--- src/rtl/mem_port_arbiter.sv ---
// Arbitrates one single-port word memory between the fetch (I) and load/store (D) ports.
// D has priority. A starvation counter forces an I grant after STARVE_MAX consecutive D wins.
module mem_port_arbiter #(
   parameter int AW         = 30,
   parameter int DW         = 32,
   parameter int STARVE_MAX = 4
) (
   input  logic          clk,
   input  logic          reset,
   input  logic          i_req,
   input  logic [AW-1:0] i_addr,
   output logic          i_gnt,
   output logic          i_rvalid,
   output logic [DW-1:0] i_rdata,
   input  logic          d_req,
   input  logic          d_we,
   input  logic [AW+1:0] d_addr,
   input  logic [3:0]    d_be,
   input  logic [DW-1:0] d_wdata,
   output logic          d_gnt,
   output logic          d_rvalid,
   output logic          d_err,
   output logic [DW-1:0] d_rdata,
   output logic          mem_en,
   output logic          mem_we,
   output logic [3:0]    mem_be,
   output logic [AW-1:0] mem_addr,
   output logic [DW-1:0] mem_wdata,
   input  logic [DW-1:0] mem_rdata
);

   localparam int CW = $clog2(STARVE_MAX + 1);
   localparam logic [CW-1:0] CNT_MAX = CW'(STARVE_MAX);

   typedef enum logic [1:0] {OWN_NONE, OWN_I, OWN_D} owner_t;

   logic [CW-1:0] starve_cnt;
   owner_t        rd_owner;
   logic          err_q;
   logic          force_i;
   logic          d_mis;

   // Word needs 4-byte alignment, halfword 2-byte; single bytes are always legal.
   always_comb begin
      d_mis = 1'b0;
      case (d_be)
         4'hF:       d_mis = |d_addr[1:0];
         4'h3, 4'hC: d_mis = d_addr[0];
         default:    d_mis = 1'b0;
      endcase
   end

   // NOTE: grants and return strobes are masked by reset so nothing leaks out during reset,
   // including a read return that was already in flight when reset arrived.
   assign force_i = i_req & (starve_cnt == CNT_MAX);
   assign d_gnt   = ~reset & d_req & ~force_i;
   assign i_gnt   = ~reset & i_req & ~d_gnt;

   always_comb begin
      mem_en    = 1'b0;
      mem_we    = 1'b0;
      mem_be    = 4'h0;
      mem_addr  = '0;
      mem_wdata = '0;
      if (d_gnt && !d_mis) begin
         mem_en    = 1'b1;
         mem_we    = d_we;
         mem_be    = d_we ? d_be : 4'hF;
         mem_addr  = d_addr[AW+1:2];
         mem_wdata = d_wdata;
      end else if (i_gnt) begin
         mem_en   = 1'b1;
         mem_be   = 4'hF;
         mem_addr = i_addr;
      end
   end

   // NOTE: sequential state uses non-blocking assignments so every register samples pre-edge values.
   always_ff @(posedge clk) begin
      if (reset) begin
         starve_cnt <= '0;
      end else if (i_gnt || !i_req) begin
         starve_cnt <= '0;
      end else if (d_gnt && starve_cnt != CNT_MAX) begin
         starve_cnt <= starve_cnt + CW'(1);
      end
   end

   always_ff @(posedge clk) begin
      if (reset) begin
         rd_owner <= OWN_NONE;
         err_q    <= 1'b0;
      end else begin
         err_q <= d_gnt & d_mis;
         if (i_gnt)
            rd_owner <= OWN_I;
         else if (d_gnt && !d_mis && !d_we)
            rd_owner <= OWN_D;
         else
            rd_owner <= OWN_NONE;
      end
   end

   assign i_rvalid = ~reset & (rd_owner == OWN_I);
   assign d_rvalid = ~reset & (rd_owner == OWN_D);
   assign d_err    = ~reset & err_q;
   assign i_rdata  = mem_rdata;
   assign d_rdata  = mem_rdata;

endmodule

--- config.mk ---
export PLATFORM = sky130hd
export DESIGN_NAME = mem_port_arbiter
export DESIGN_NICKNAME = d
export VERILOG_FILES = /design/src/rtl/mem_port_arbiter.sv
export SDC_FILE = /design/constraint.sdc
export NUM_CORES = 1
export LEC_CHECK = 0
export CAP_MARGIN = 20
export CORE_AREA = 3 3 105 107
export CTS_CLUSTER_SIZE = 24
export DETAILED_ROUTE_END_ITERATION = 12
export DIE_AREA = 0 0 108 110
export HOLD_SLACK_MARGIN = 0.1
export PLACE_DENSITY_LB_ADDON = 0.08
export SLEW_MARGIN = 20
export SYNTH_ARGS = -nofsm -noshare
export SYNTH_HDL_FRONTEND = slang
export SYNTH_SLANG_ARGS = --single-unit
--- constraint.sdc ---
create_clock -name clk -period 2.66 [get_ports clk]
set_input_delay 0.399 -clock clk [delete_from_list [all_inputs] [get_ports clk]]
set_output_delay 0.399 -clock clk [all_outputs]
set_load 0.02 [all_outputs]
# After elaboration in Yosys (flattened, before gate mapping)

Index checks and enable logic that the tools add are counted.

Add/subtract/negate cells: 1
$mul: 0
Div/mod/pow operators: 0
Magnitude comparators: 0
Equality and inequality tests: 7
Shift-type cells: 0
Mux-type cells: 12
Bitwise gates (word level): 12
Reduce and logical (&&, ||, !) cells: 11

Operators with widths:

| cell                | number |
|---|---|
| $mux 30             | 2 |
| $mux 32             | 1 |
| $mux 4              | 3 |
| $and 1x1->1         | 9 |
| $eq 4x4->1 const B  | 2 |
| $reduce_or 2->1     | 4 |
| $eq 4x2->1 const B  | 1 |
| $mux 1              | 4 |
| $add 3x1->3 const B | 1 |
| $eq 3x3->1 const B  | 1 |
| $logic_and 1x1->1   | 3 |
| $logic_not 1->1     | 3 |
| $ne 3x3->1 const B  | 1 |
| $not 1->1           | 3 |
| $eq 2x1->1 const B  | 1 |
| $eq 2x2->1 const B  | 1 |
| $mux 2              | 1 |
| $pmux 1 s2          | 1 |
| $logic_or 1x1->1    | 1 |

Bits in registers: 6
Bits in latches: 0
RAM bits: 0
ROM bits: 0
Output and inout bits: 137
Logic and storage cells: 47
Memories: 0

# Longest topological paths before layout

Gate-level depths: netlist of run 1.

Word-level depth: 8
Mapped depth: 7

# Worst setup path before layout of run 1

OpenSTA, ideal clock, no wires.

Path type: reg-to-output
From: reg starve_cnt[0]
To: out mem_wdata[22]
Arrival: 1703 ps
Required time: 2261 ps
Path slack: 558 ps
Cell stages (with the launch flop): 8
Path buffers: 2
Path through: dfxtp_1 -> inv_1 -> ha_1 -> nand3_1 -> o211ai_2 -> buf_2 -> buf_2 -> nor3b_1

Longest elaborated chain between the ends: 6

RTL lines:

| element                  | line | source |
|---|---|---|
| start: declaration       | 37   | `logic [CW-1:0] starve_cnt;` |
| start signal: assignment | 85   | `starve_cnt <= starve_cnt + CW'(1);` |
| $eq 3x3->1               | 55   | `assign force_i = i_req & (starve_cnt == CNT_MAX);` |
| $and 1x1->1              | 55   |  |
| $not 1->1                | 56   | `assign d_gnt = ~reset & d_req & ~force_i;` |
| $and 1x1->1              | 56   |  |
| $logic_and 1x1->1        | 65   | `if (d_gnt && !d_mis) begin` |
| $mux 32                  | 65   |  |
| end: declaration         | 28   | `output logic [DW-1:0] mem_wdata,` |

Every way passes these cells.

# Final worst setup path of run 1

From: in d_addr[0]
To: out mem_addr[8]

Longest elaborated chain between the ends: 5

RTL lines:

| element             | line | source |
|---|---|---|
| start: declaration  | 17   | `input logic [AW+1:0] d_addr,` |
| $reduce_or 2->1     | 47   | `4'hF: d_mis = \|d_addr[1:0];` |
| $pmux 1 s2 *        | 46   | `case (d_be)` |
| $logic_not 1->1 *   | 65   |  |
| $logic_and 1x1->1 * | 65   |  |
| $mux 30 *           | 65   |  |
| end: declaration    | 27   | `output logic [AW-1:0] mem_addr,` |

Every way passes the cells marked *; elsewhere a longest branch is shown, timed or not.

==> results of run 1 <==
state kept, by name, summed over array words and instances, names as in the netlist:
name and flops:
starve_cnt 3, rd_owner 2, err_q 1
cell families after synthesis:
| kind of cell | Yosys count | share of synthesized area [%] |
|---|---|---|
| AO/OA/AOI/OAI | 40 | 18.15 |
| adder cells (fa/ha/maj) | 2 | 1.481 |
| buffers and inverters | 118 | 41.26 |
| flip-flops | 6 | 7.111 |
| multiplexers | 1 | 0.5926 |
| AND/OR/NAND/NOR | 85 | 31.41 |
area by class of cell:
type | instances | area share (%)
timing repair buffer | 196 | 58.85
tap | 136 | 5.157
sequential | 6 | 3.640
inverter | 34 | 3.868
multi-input combinational | 128 | 27.23
clock buffer | 3 | 1.251
layer usage:
layer / GRT usage [%] / part of all wire, %
met1: 12.74 / 37
met2: 22.11 / 54
met3: 2.912 / 7.6
met4: 2.254 / 0.93
met5: 0 / 0
synth_stat cells (2+ instances only):
master / n / share of area, %
clkbuf_1: 11 / 2.4
inv_1: 34 / 7.6
ha_1: 2 / 1.5
nor2_1: 3 / 0.67
dfxtp_1: 6 / 7.1
nand2_1: 3 / 0.67
nand3_1: 31 / 9.2
nor3b_1: 36 / 16
o31ai_1: 34 / 15
buf_4: 65 / 29
buf_2: 8 / 2.4
nor2b_1: 7 / 2.6
path summary, 6_finish.rpt:
kind / start / end / slack (ns) / cells past startpoint
max: d_addr[0] / mem_addr[8] / 0.06 / 7
min: starve_cnt[0] / starve_cnt[0] / 0.45 / 1
max reg2reg: starve_cnt[0] / starve_cnt[1] / 1.22 / 5
min reg2reg: starve_cnt[0] / starve_cnt[0] / 0.45 / 1
power breakdown:
group | switching (mW) | internal, mW | leakage, nW | total (mW)
clock | 0.0351 | 0.0969 | 0.0216 | 0.132
sequential | 0.00113 | 0.0929 | 0.0488 | 0.0940
combinational | 0.208 | 0.261 | 1.42 | 0.469
worst reg2reg max path, cell delays in order, from the launching register on:
cell      delay, ns
dfxtp_1        0.34
inv_1          0.05
ha_1           0.22
a21bo_1        0.27
buf_12         0.19
nor4bb_1       0.27
timing repair:
action	in CTS	in global routing
pin swaps	2	1
hold buffers	0	0
buffers inserted	1	2
endpoints found under the setup margin	68	45
resized for setup	87	11
gates cloned	0	1
==> run metrics, run 1 <==
status finished clean; # fillers 1129; final net count 506; max_slew headroom 80.54%; worst setup margin 0.06053 ns; WP data required 2.26 ns; WHS 0.4528 ns; unrepaired setup endpoints after global routing true; Placement Cell Area 0.003276 sq mm; row cnt 37; average size of a mapped cell 6.703 sq um; first-pass GRT wire length 11010 microns; setup tns final 0 ns; die area 0.01188 sq mm; multi-input logic area 898.4 sq um; Clk pin slew, worst setup/hold paths 0.04 ns; CTS Buffer Depth 2; vias per cell 4.087; Final Util 32.25%; antenna violations before repair 0; Slew @ Worst Pin 0.2907 ns; Layout Skew 0.005450 ns; non-filler cells, final 503; die width 108 microns; Max Fclk 0.3847 GHz; vias in the first global route 2110; Post-synth EDFFs 0; Top FF cell, synth dfxtp_1; dpl ws -0.2987 ns; initial core utilization 16.51%; RD Place Congestion 0.6966; CP max-delay cell clkdlybuf4s50_1; fin. max-slew vios 0; critical path's top delay family buffers and inverters; Max FO, Critical Path 21; TritonCTS clock tree yes; Crit Path Class in -> out; Wirelength per Cell 15.39 microns; slowest stage delay, CP 0.50 ns; Seq/Total Area, Yosys 7.111%; post-route ant nets 0; CTS buffer count 3; DR iter-0 viols 65; final worst-path cycle share 97.72%; Max-cap violations 0; fin area 0.003299 sq mm; commonest non-fill, non-tap cells in the layout clkdlybuf4s50_1, dlygate4sd2_1, nor3b_1, inv_1, o31ai_1; share of cells above drive strength 1 8.992%; Worst EP arrival 2.20 ns; Synth Cell Area 0.001689 sq mm; Die Y-Extent 110 microns; Placed Cells incl. Taps 496; FF+latch count, synth 6; nature of the critical path startpoint primary input; commonest non-fill, non-tap cell in the layout clkdlybuf4s50_1; Worst VDD drop 0.0001212 V; Static Leakage 1.486 nW; ys async rst share 0%; global route overflow 0; total power 0.6952 mW; Inserted Diodes 0; largest net degree at the start of global routing 31; Root Buffer clkbuf_8; CTS Sinks 6; Final min period 2.599 ns; Ys Warns 0; worst skew pair latency 0.22 ns; Synth-to-Final Area Change 95.33%; # port buffers 175; Synth cell types 24; via count 2056; # setup viols final 0; Core Area 0.01023 sq mm; FF+latch area 120.1 sq um; DP HPWL 6214 microns; GRT Total Usage 11.48%; final hold vios 0; 1st-pass router iterations 4; CP bufs+invs 4; Mapped Cells 252; H-tree Lvls 1; Net Count, Synth 389; # IOs 272; DRC 0; Cell Chain, Critical Path clkdlybuf4s50_1 -> or3b_4 -> a21oi_4 -> buf_4 -> buf_12 -> o31ai_1 -> dlygate4sd2_1; final wirelength 7743 microns; Hold Path Class reg -> reg; Power Dens Cells 210.7 mW/mm^2; Worst setup EP type primary output
No activity file was read; power rests on OpenSTA's default activity.
==> inputs of run 2 (changes only) <==
Settings changed: GPL_ROUTABILITY_DRIVEN from default to 0, SLEW_MARGIN 20 to default.
Clock period 2.66 ns to 2.3 ns, I/O delays scaled along.
==> run metrics, run 2 (synthesis gave the netlist of run 1 again) <==
slowest stage delay, CP 0.40 ns; combinational power share 68.4%; Clk network pwr share 18.7%; H-tree Lvls 1; WP data required 1.96 ns; worst setup margin 0.06159 ns; Max FO, Critical Path 15; row cnt 37; via count 2099; CP max-delay cell clkdlybuf4s50_1; final hold vios 0; largest net degree at the start of global routing 32; Final min period 2.238 ns; fin area 0.003361 sq mm; worst skew pair latency 0.22 ns; CTS Sinks 6; DP HPWL 6091 microns; share of cells above drive strength 1 32.81%; Slew @ Worst Pin 0.2607 ns; most used cell, CP buf_6; die area 0.01188 sq mm; Clk pin slew, worst setup/hold paths 0.04 ns; dpl ws -0.4806 ns; 1st-pass router iterations 4; die width 108 microns; Worst Hold Depth 2; Placement Cell Area 0.003301 sq mm; commonest non-fill, non-tap cells in the layout clkdlybuf4s50_1, buf_2, inv_1, o31ai_1, nand3_1; Max Fclk 0.4467 GHz; first-pass GRT wire length 11380 microns; Max-cap violations 0; critical path's top delay family buffers and inverters; R2R cell count 7; cell-internal power 0.5401 mW; reg2reg end starve_cnt[1]; final net count 520; Worst R2R Start starve_cnt[0]; TritonCTS clock tree yes; commonest non-fill, non-tap cell in the layout clkdlybuf4s50_1; fin. max-slew vios 0; Cell Chain, Critical Path clkdlybuf4s50_1 -> o211ai_1 -> a21oi_4 -> buf_6 -> bufbuf_16 -> o31ai_4 -> buf_6; final wirelength 7930 microns; # fillers 1130; Hold Path Class reg -> reg; sequential share of power 12.9%; Worst EP arrival 1.89 ns; setup slack, reg-to-reg 0.72 ns; Synth-to-Final Area Change 98.96%; vias per cell 4.060; Core Area 0.01023 sq mm; CTS Buffer Depth 2; Power Dens Cells 250.6 mW/mm^2; max FFs per register 3; # IOs 272; DR iter-0 viols 54; Static Leakage 1.529 nW; Inserted Diodes 0; WHS Endpoint starve_cnt[0]; Root Buffer clkbuf_8; Wirelength per Cell 15.34 microns; Layout Skew 0.002323 ns; final worst-path cycle share 97.32%; sw frac 35.87%; unrepaired setup endpoints after global routing true; antenna violations before repair 0; reported net switching power 0.3021 mW; biggest regs starve_cnt: 3 flops, rd_owner: 2 flops, err_q: 1 flops; status finished clean; GRT Total Usage 12.18%; Worst setup EP type primary output; DRC 0; # port buffers 175; Largest Register starve_cnt; CTS buffer count 3; CTS Hold Bufs 0; Worst VDD drop 0.0001047 V; # setup viols final 0; max_slew headroom 82.54%; vias in the first global route 2084; worst hold start starve_cnt[0]; nature of the critical path startpoint primary input; initial core utilization 16.51%; global route overflow 0; CP bufs+invs 4; Die Y-Extent 110 microns; Crit Path Class in -> out; post-route ant nets 0
==> run 2: power by group through the flow <==
stage	logic, mW	registers (mW)	clock network [mW]
floorplan	0.370	0.110	0
global placement	0.585	0.110	0
detailed placement	0.582	0.110	0
CTS	0.589	0.108	0.161
global route	0.618	0.109	0.167
finish	0.576	0.109	0.158
==> run 2: worst max path at each step <==
stage                   from            end  slack, ns  cells past startpoint
3_5_place_dp       d_addr[0]    mem_addr[3]      -0.48                      6
4_1_cts            d_addr[1]      mem_be[3]      0.002                      7
5_1_grt            d_addr[1]   mem_wdata[2]     -0.003                      7
6_report           d_addr[1]    mem_addr[7]       0.06                      7
2_1_floorplan  starve_cnt[0]  mem_wdata[22]       0.25                      7
3_3_place_gp       d_addr[0]    mem_addr[3]      -0.46                      6
==> run 2: area by class of cell <==
type | count | area, sq um | area share (%)
inverter | 34 | 127.6 | 3.797
timing repair buffer | 210 | 1892 | 56.29
clock buffer | 3 | 41.29 | 1.229
tap | 136 | 170.2 | 5.063
multi-input combinational | 128 | 1010 | 30.04
sequential | 6 | 120.1 | 3.574
==> run 2: worst register-to-register path, stage by stage (launching register included) <==
cell,delay [ns]
dfxtp_1,0.32
inv_1,0.05
ha_1,0.21
buf_4,0.14
a21bo_1,0.23
buf_12,0.18
buf_4,0.15
nor4bb_1,0.23
==> run 2: routing by layer <==
metal | vias to the layer above | part of all wire [%] | global-route usage (%)
met5 | - | 0 | 0
met4 | 0 | 1.1 | 2.976
met3 | 11 | 7.0 | 2.388
met2 | 89 | 55 | 23.53
met1 | 947 | 36 | 13.66
li1 | 1052 | - | -
==> run 2: metrics by stage <==
step	total power, mW	hold WS (ns)	setup TNS, ns	cells	util (%)
2_1_floorplan	0.4803	0.4207	0	252	-
3_3_place_gp	0.6948	0.5013	-28.63	501	32.26
3_5_place_dp	0.6920	0.5067	-28.45	501	32.26
4_1_cts	0.8579	0.5118	0	516	33.59
5_1_grt	0.8938	0.5344	-0.005747	517	32.85
6_report	0.8421	0.5063	0	517	32.85
==> run 2: what timing repair did <==
action / CTS / global route
cloned: 3 / 0
resized for setup: 313 / 71
hold endpoints to repair: 0 / 0
setup buffers: 9 / 1
pin swaps: 3 / 2
setup endpoints to repair: 70 / 49
==> inputs of run 3 (changes only) <==
Settings changed: CAP_MARGIN 20 to default.
==> results of run 3 <==
The final DEF is identical to that of run 2; final timing and power are the same.
